[src/rtl/nes_pad_reader.sv]
// Serial reader for an 8-button game pad: latch, shift, commit a byte.
// Define NES_PAD_DEBOUNCE_EN to commit only when two frames match.
module nes_pad_reader #(
  parameter int CLK_DIV     = 300,
  parameter int POLL_CYCLES = 833333
) (
  input  logic       clk,
  input  logic       reset,
  input  logic       poll_req,
  input  logic       pad_data,
  output logic       pad_latch,
  output logic       pad_clk,
  output logic [7:0] controller_data,
  output logic [7:0] pressed,
  output logic       data_valid,
  output logic       busy
);

  localparam int CW = $clog2(2 * CLK_DIV + 1);
  localparam int TW = $clog2(POLL_CYCLES + 1);
  localparam logic [CW-1:0] LAT_END = CW'(2 * CLK_DIV - 1);
  localparam logic [CW-1:0] PH_END  = CW'(CLK_DIV - 1);
  localparam logic [TW-1:0] T_LOAD  = TW'(POLL_CYCLES - 1);

  typedef enum logic [1:0] {
    S_IDLE,
    S_LATCH,
    S_CLK_LO,
    S_CLK_HI
  } state_t;

  state_t          state_q;
  logic [CW-1:0]   cnt_q;
  logic [2:0]      k_q;
  logic [TW-1:0]   timer_q;
  logic [7:0]      raw_q;
  logic [7:0]      raw_d;
  logic            sync1_q;
  logic            sync2_q;
  logic            latch_q;
  logic            pclk_q;
  logic            busy_q;
  logic            valid_q;
  logic [7:0]      data_q;
  logic [7:0]      pressed_q;
  logic            commit_ok;

  always_ff @(posedge clk) begin
    if (reset) begin
      sync1_q <= 1'b1;
      sync2_q <= 1'b1;
    end else begin
      sync1_q <= pad_data;
      sync2_q <= sync1_q;
    end
  end

  // Raw byte with the bit currently being sampled merged in.
  always_comb begin
    raw_d = raw_q;
    raw_d[k_q] = sync2_q;
  end

`ifdef NES_PAD_DEBOUNCE_EN
  logic [7:0] prev_q;
  assign commit_ok = (raw_d == prev_q);
`else
  assign commit_ok = 1'b1;
`endif

  always_ff @(posedge clk) begin
    if (reset) begin
      state_q   <= S_IDLE;
      cnt_q     <= '0;
      k_q       <= '0;
      timer_q   <= T_LOAD;
      raw_q     <= 8'hFF;
      latch_q   <= 1'b0;
      pclk_q    <= 1'b1;
      busy_q    <= 1'b0;
      valid_q   <= 1'b0;
      data_q    <= 8'h00;
      pressed_q <= 8'h00;
`ifdef NES_PAD_DEBOUNCE_EN
      prev_q    <= 8'hFF;
`endif
    end else begin
      valid_q   <= 1'b0;
      pressed_q <= 8'h00;
      unique case (state_q)
        S_IDLE: begin
          if (timer_q == '0 || poll_req) begin
            state_q <= S_LATCH;
            timer_q <= T_LOAD;
            k_q     <= '0;
            cnt_q   <= '0;
            latch_q <= 1'b1;
            busy_q  <= 1'b1;
          end else begin
            timer_q <= timer_q - 1'b1;
          end
        end
        S_LATCH: begin
          if (cnt_q == LAT_END) begin
            raw_q   <= raw_d;
            k_q     <= 3'd1;
            cnt_q   <= '0;
            latch_q <= 1'b0;
            pclk_q  <= 1'b0;
            state_q <= S_CLK_LO;
          end else begin
            cnt_q <= cnt_q + 1'b1;
          end
        end
        S_CLK_LO: begin
          if (cnt_q == PH_END) begin
            cnt_q   <= '0;
            pclk_q  <= 1'b1;
            state_q <= S_CLK_HI;
          end else begin
            cnt_q <= cnt_q + 1'b1;
          end
        end
        S_CLK_HI: begin
          if (cnt_q == PH_END) begin
            cnt_q <= '0;
            raw_q <= raw_d;
            if (k_q == 3'd7) begin
              state_q <= S_IDLE;
              busy_q  <= 1'b0;
              if (commit_ok) begin
                data_q    <= ~raw_d;
                pressed_q <= ~raw_d & ~data_q;
                valid_q   <= 1'b1;
              end
`ifdef NES_PAD_DEBOUNCE_EN
              prev_q <= raw_d;
`endif
            end else begin
              k_q     <= k_q + 1'b1;
              pclk_q  <= 1'b0;
              state_q <= S_CLK_LO;
            end
          end else begin
            cnt_q <= cnt_q + 1'b1;
          end
        end
        default: state_q <= S_IDLE;
      endcase
    end
  end

  assign pad_latch       = latch_q;
  assign pad_clk         = pclk_q;
  assign busy            = busy_q;
  assign data_valid      = valid_q;
  assign controller_data = data_q;
  assign pressed         = pressed_q;

endmodule
[config.mk]
export PLATFORM = sky130hd
export DESIGN_NAME = nes_pad_reader
export DESIGN_NICKNAME = d
export VERILOG_FILES = /design/src/rtl/nes_pad_reader.sv
export SDC_FILE = /design/constraint.sdc
export NUM_CORES = 1
export LEC_CHECK = 0
export CORE_MARGIN = 2
export CORE_UTILIZATION = 45
export CTS_CLUSTER_DIAMETER = 80
export DETAILED_ROUTE_END_ITERATION = 10
export PLACE_DENSITY = 0.62
export SLEW_MARGIN = 5
export SYNTH_ARGS = -nofsm -noshare
export SYNTH_HDL_FRONTEND = slang
export SYNTH_SLANG_ARGS = --single-unit
[constraint.sdc]
create_clock -name clk -period 4.69 [get_ports clk]
set_clock_uncertainty 0.15 [all_clocks]
set_input_delay 0.7035 -clock clk [delete_from_list [all_inputs] [get_ports clk]]
set_output_delay 0.7035 -clock clk [all_outputs]
set_load 0.02 [all_outputs]
======== After elaboration in Yosys (flattened, before gate mapping) ========
Index checks and enable logic that the tools add are counted.
word-level totals
  output and inout bits ................... 20
  word-level logic and storage cells ...... 88
  register bits ........................... 65
  input port bits ......................... 4
operators by class
  bitwise gates (word level) .............. 6
  reduce and logical (&&, ||, !) cells .... 19
  muxes and demuxes ....................... 33
  eq/ne operators ......................... 12
  $add $sub $neg .......................... 3
  order comparisons ....................... 2
operators with widths
  kind                                                 count
  two-way mux 10 bit                                   3
  case mux 10 bit (3 select lines)                     1
  logical NOT 20 bit                                   1
  two-way mux 20 bit                                   1
  subtractor 20 x 1 -> 20 bit (second input constant)  1
  two-way mux 8 bit                                    2
  inverter 8 bit                                       2
  case mux 8 bit (2 select lines)                      1
  two-way mux 3 bit                                    4
  != test 2 bit (second input constant)                6
  adder 10 x 1 -> 10 bit (second input constant)       1
  == test 10 bit (second input constant)               1
  == test 10 x 9 -> 1 bit (second input constant)      1
  two-way mux 2 bit                                    5
  AND reduction 5 bit                                  2
  two-way mux 1 bit                                    9
  case mux 3 bit (3 select lines)                      1
  AND reduction 3 bit                                  3
  AND 8 bit                                            1
  bitwise mux 8 bit                                    1
  case mux 2 bit (4 select lines)                      1
  AND reduction 4 bit                                  2
  nonzero test 2 bit                                   3
  nonzero test 3 bit                                   2
  16 further kinds                                     20

======== Logic depth before layout (Yosys ltp) ========
  depth after elaboration ................. 7
  depth in mapped cells ................... 8
  gate-level depth less buffers ........... 7

======== Worst setup path before layout ========
OpenSTA, ideal clock, no wires.
  path type ............................... flip-flop to flip-flop
  from .................................... register timer_q[0]
  to ...................................... register timer_q[14]
  cell stages (with the launch flop) ...... 8
  clock period less this slack ............ 2103 ps
  data required time ...................... 4418 ps
  buffers on the path ..................... 0
  slack ................................... 2587 ps
  arrival ................................. 1830 ps
  library setup time ...................... 122 ps
  cell sequence ........................... dfxtp_1 inv_1 ha_1 or4b_1 or4_4 nor4_4 xnor2_1 nor2_2
on the way
  longest elaborated chain between the ends .. 3
  elaborated cells between the ends (all ways) .. 4
  those cells by class .................... add/sub: 1; mux: 1; reduce/logical: 2
RTL lines
  element                                                                              RTL line  text
  start: declaration                                                                   35        logic [TW-1:0] timer_q;
  start signal: assignment                                                             100       timer_q <= timer_q - 1'b1;
  parallel branches: the longest is 2 deep, another holds subtractor 20 x 1 -> 20 bit  --
  two-way mux 20 bit *                                                                 92        if (timer_q == '0 || poll_req) begin
Mark *: on every way between the ends.
A chain may end at the register's enable or synchronous reset.

======== Worst setup path after layout ========
  from .................................... register timer_q[1]
  to ...................................... register k_q[0]
on the way
  longest elaborated chain between the ends .. 4
RTL lines
  element                               RTL line  text
  logical NOT 20 bit                    92
  logical OR 1 bit                      92
  != test 2 bit (no source line)        --
  AND reduction 5 bit (no source line)  --
  end signal: assignment                140       k_q <= k_q + 1'b1;
  end: declaration                      34        logic [2:0] k_q;
No other way between the ends.

==> flow_metrics.tcl <==
set metrics [dict create \
    status "finished clean" \
    diodes 0 \
    cts_resized 0 \
    gp_congestion 0.842 \
    start_util_pct 47.1 \
    hold_violations 0 \
    clk_pin_slew_ns 0.07 \
    cts_hold_buf 0 \
    layout_commonest_cell "dfxtp_1" \
    setup_violations 0 \
    slew_violations 0 \
    worstSetupStartpoint "timer_q[1]" \
    syn_nets 338 \
    grt_max_degree 21 \
    leakage_uw 0.00126 \
    row_count 29 \
    postSynthCellCount 329 \
    clk_path_buf_depth 2 \
    peakVddDrop_uv 250 \
    avgSynthCellArea_um2 9.19 \
    worst_ep_required_time_ns 4.82 \
    worst_hold_path.endpoint "sync2_q" \
    place_area_mm2 0.00330 \
    min_from "sync1_q" \
    grt_overflow 0 \
    reg2reg_to "k_q[0]" \
    ys_async_sr_fraction_pct 0 \
    syn_area_mm2 0.00302 \
    r2r-start "timer_q[1]" \
    post_cts_buffers 0 \
    finalCriticalPeriod_ns 2.37 \
    grtUsageTotal_pct 17.9 \
    grt_pass1_vias 2154 \
    wl_um 6160 \
    ys_warn_count 0 \
    clkLatencyLatePin_ns 0.34 \
    end_kind "flip-flop" \
    place_hpwl_um 4380 \
    die_h_um 86.0 \
    die_area_mm2 0.00739 \
    setup_ws_ns 2.32 \
    core-area_mm2 0.00642 \
    drive_gt1_share_pct 11.2 \
    ant_nets 0 \
    p_per_area_mw_per_mm2 301 \
    ys_types 58 \
    path_max_fanout 12 \
    clock-sinks 65 \
    slew_headroom_pct 41.7 \
    ys_ff_latch 65 \
    hold_depth 1 \
    drc 0 \
    period_share_pct 50.6 \
    drtPass1Iterations 4 \
    fmax_mhz 421 \
    cp.arrival_ns 2.51 \
    min_path_type "flip-flop to flip-flop" \
    grt_pass1_wl_um 10400 \
    routed-via-count 2326 \
    fin_util_pct 54.0 \
    fillCellCount 591 \
    rsz0062_at_grt "no" \
    drv_cap 0 \
    synthFlopType "dfxtp_1" \
    die_w_um 86.0 \
    nNetsFinal 360 \
    cts_tree "done" \
    tightest_slew_ns 0.874 \
    totalNegativeSetupSlack_ns 0 \
    final_cell_mix "65 x dfxtp_1, 38 x nand2_1, 35 x nor2_1" \
    ys_seq_area_share_pct 43.0 \
    h-tree-depth 3 \
    antenna_found_initial 0 \
    via_per_inst 5.37 \
    cts-root-buf "clkbuf_8" \
    crit_type "flip-flop to flip-flop" \
    port_buffers 23 \
    post-place-ws_ns 2.03 \
    r2r_cells 7 \
    syn_to_final_growth_pct 14.8 \
    hold_ws_ns 0.267 \
    cts_made_buffers 9 \
    first_iter_violations 80 \
    startpoint_type "flip-flop" \
    ff2ff_setup_slack_ns 2.32 \
    synth_edf_count 0 \
    io_pins 24 \
    finalInstanceArea_mm2 0.00347 \
    wire_per_inst_um 14.2 \
]
-- per-layer routing --
| layer | vias to the layer above | track usage (%) | part of all wire [%] |
|---|---|---|---|
| met5 | - | 0 | 0 |
| met4 | 0 | 6.20 | 0.58 |
| met3 | 2 | 5.20 | 2.2 |
| met2 | 21 | 26.1 | 45 |
| met1 | 1080 | 25.1 | 52 |
| li1 | 1223 | - | - |
-- worst max-delay path, cell delays in order (launching register included) --
cell	delay (ns)
dfxtp_1	0.37
inv_1	0.07
ha_1	0.17
nor2b_1	0.12
and4_1	0.26
a21o_1	0.22
a21oi_1	0.70
and3_1	0.25
-- cells by family (layout without fill, tap and decap cells) --
group / Yosys count / after routing / share of synthesized area [%]
flip-flops: 65 / 65 / 43.0
adder cells (fa/ha/maj): 5 / 5 / 2.07
buffers and inverters: 19 / 46 / 2.69
multiplexers: 15 / 15 / 5.01
XOR/XNOR: 20 / 20 / 5.79
AO/OA/AOI/OAI: 63 / 63 / 15.3
AND/OR/NAND/NOR: 142 / 142 / 26.1
-- worst max path at each step --
stage,to,depth (start not counted),slack (ns)
finish,k_q[0],7,2.32
global route,timer_q[2],7,2.16
global placement,k_q[0],4,2.05
detailed placement,k_q[0],4,2.03
floorplan,timer_q[14],7,2.59
CTS,k_q[0],7,2.28
-- cell usage after synthesis, types with 3 or more instances --
master / number / area [um2]
ha_1: 5 / 62.6
a31oi_1: 5 / 31.3
or2_2: 3 / 18.8
dfxtp_1: 65 / 1300
clkbuf_1: 8 / 30.0
nor3_1: 8 / 40.0
a311oi_1: 3 / 26.3
o21ai_0: 8 / 40.0
o21ai_1: 3 / 15.0
xnor2_1: 13 / 114
or3_1: 7 / 43.8
nand2_1: 38 / 143
nand3_1: 8 / 40.0
and3_1: 4 / 25.0
mux2i_1: 14 / 140
nand2b_1: 3 / 18.8
nand4_1: 3 / 18.8
a211oi_1: 6 / 45.0
a22oi_1: 3 / 22.5
nor4_2: 3 / 37.5
nor2_1: 35 / 131
a21o_1: 4 / 30.0
or4_4: 3 / 33.8
inv_1: 6 / 22.5
a22o_1: 10 / 87.6
xor2_1: 7 / 61.3
nor2b_1: 7 / 43.8
a21oi_1: 10 / 50.1
-- where the power goes --
| group | internal (uW) | leakage (uW) | switching, uW |
|---|---|---|---|
| Clock | 193 | 0.0000866 | 220 |
| Combinational | 24.9 | 0.000649 | 37.1 |
| Sequential | 560 | 0.000527 | 9.92 |
| Total | 778 | 0.00126 | 267 |
-- stage by stage --
step           power [uW]  cells
2_1_floorplan         626    329
3_3_place_gp          645    417
3_5_place_dp          645    417
4_1_cts              1060    433
5_1_grt              1100    433
6_report             1050    433
-- cell type report --
class	count	area [um2]	share of cell area (%)
tap	77	96.3	2.78
clock buffer	10	128	3.68
inverter	6	22.5	0.649
multi-input combinational	245	1640	47.3
clock inverter	6	43.8	1.26
timing repair buffer	24	238	6.85
sequential	65	1300	37.5
-- sequential cells by signal, summed over array words and instances, names as in the netlist, 2 cells and up --
signal	cells
timer_q	20
cnt_q	10
controller_data	8
pressed	8
raw_q	8
k_q	3
state_q	2
(Power assumes the default switching activity.)
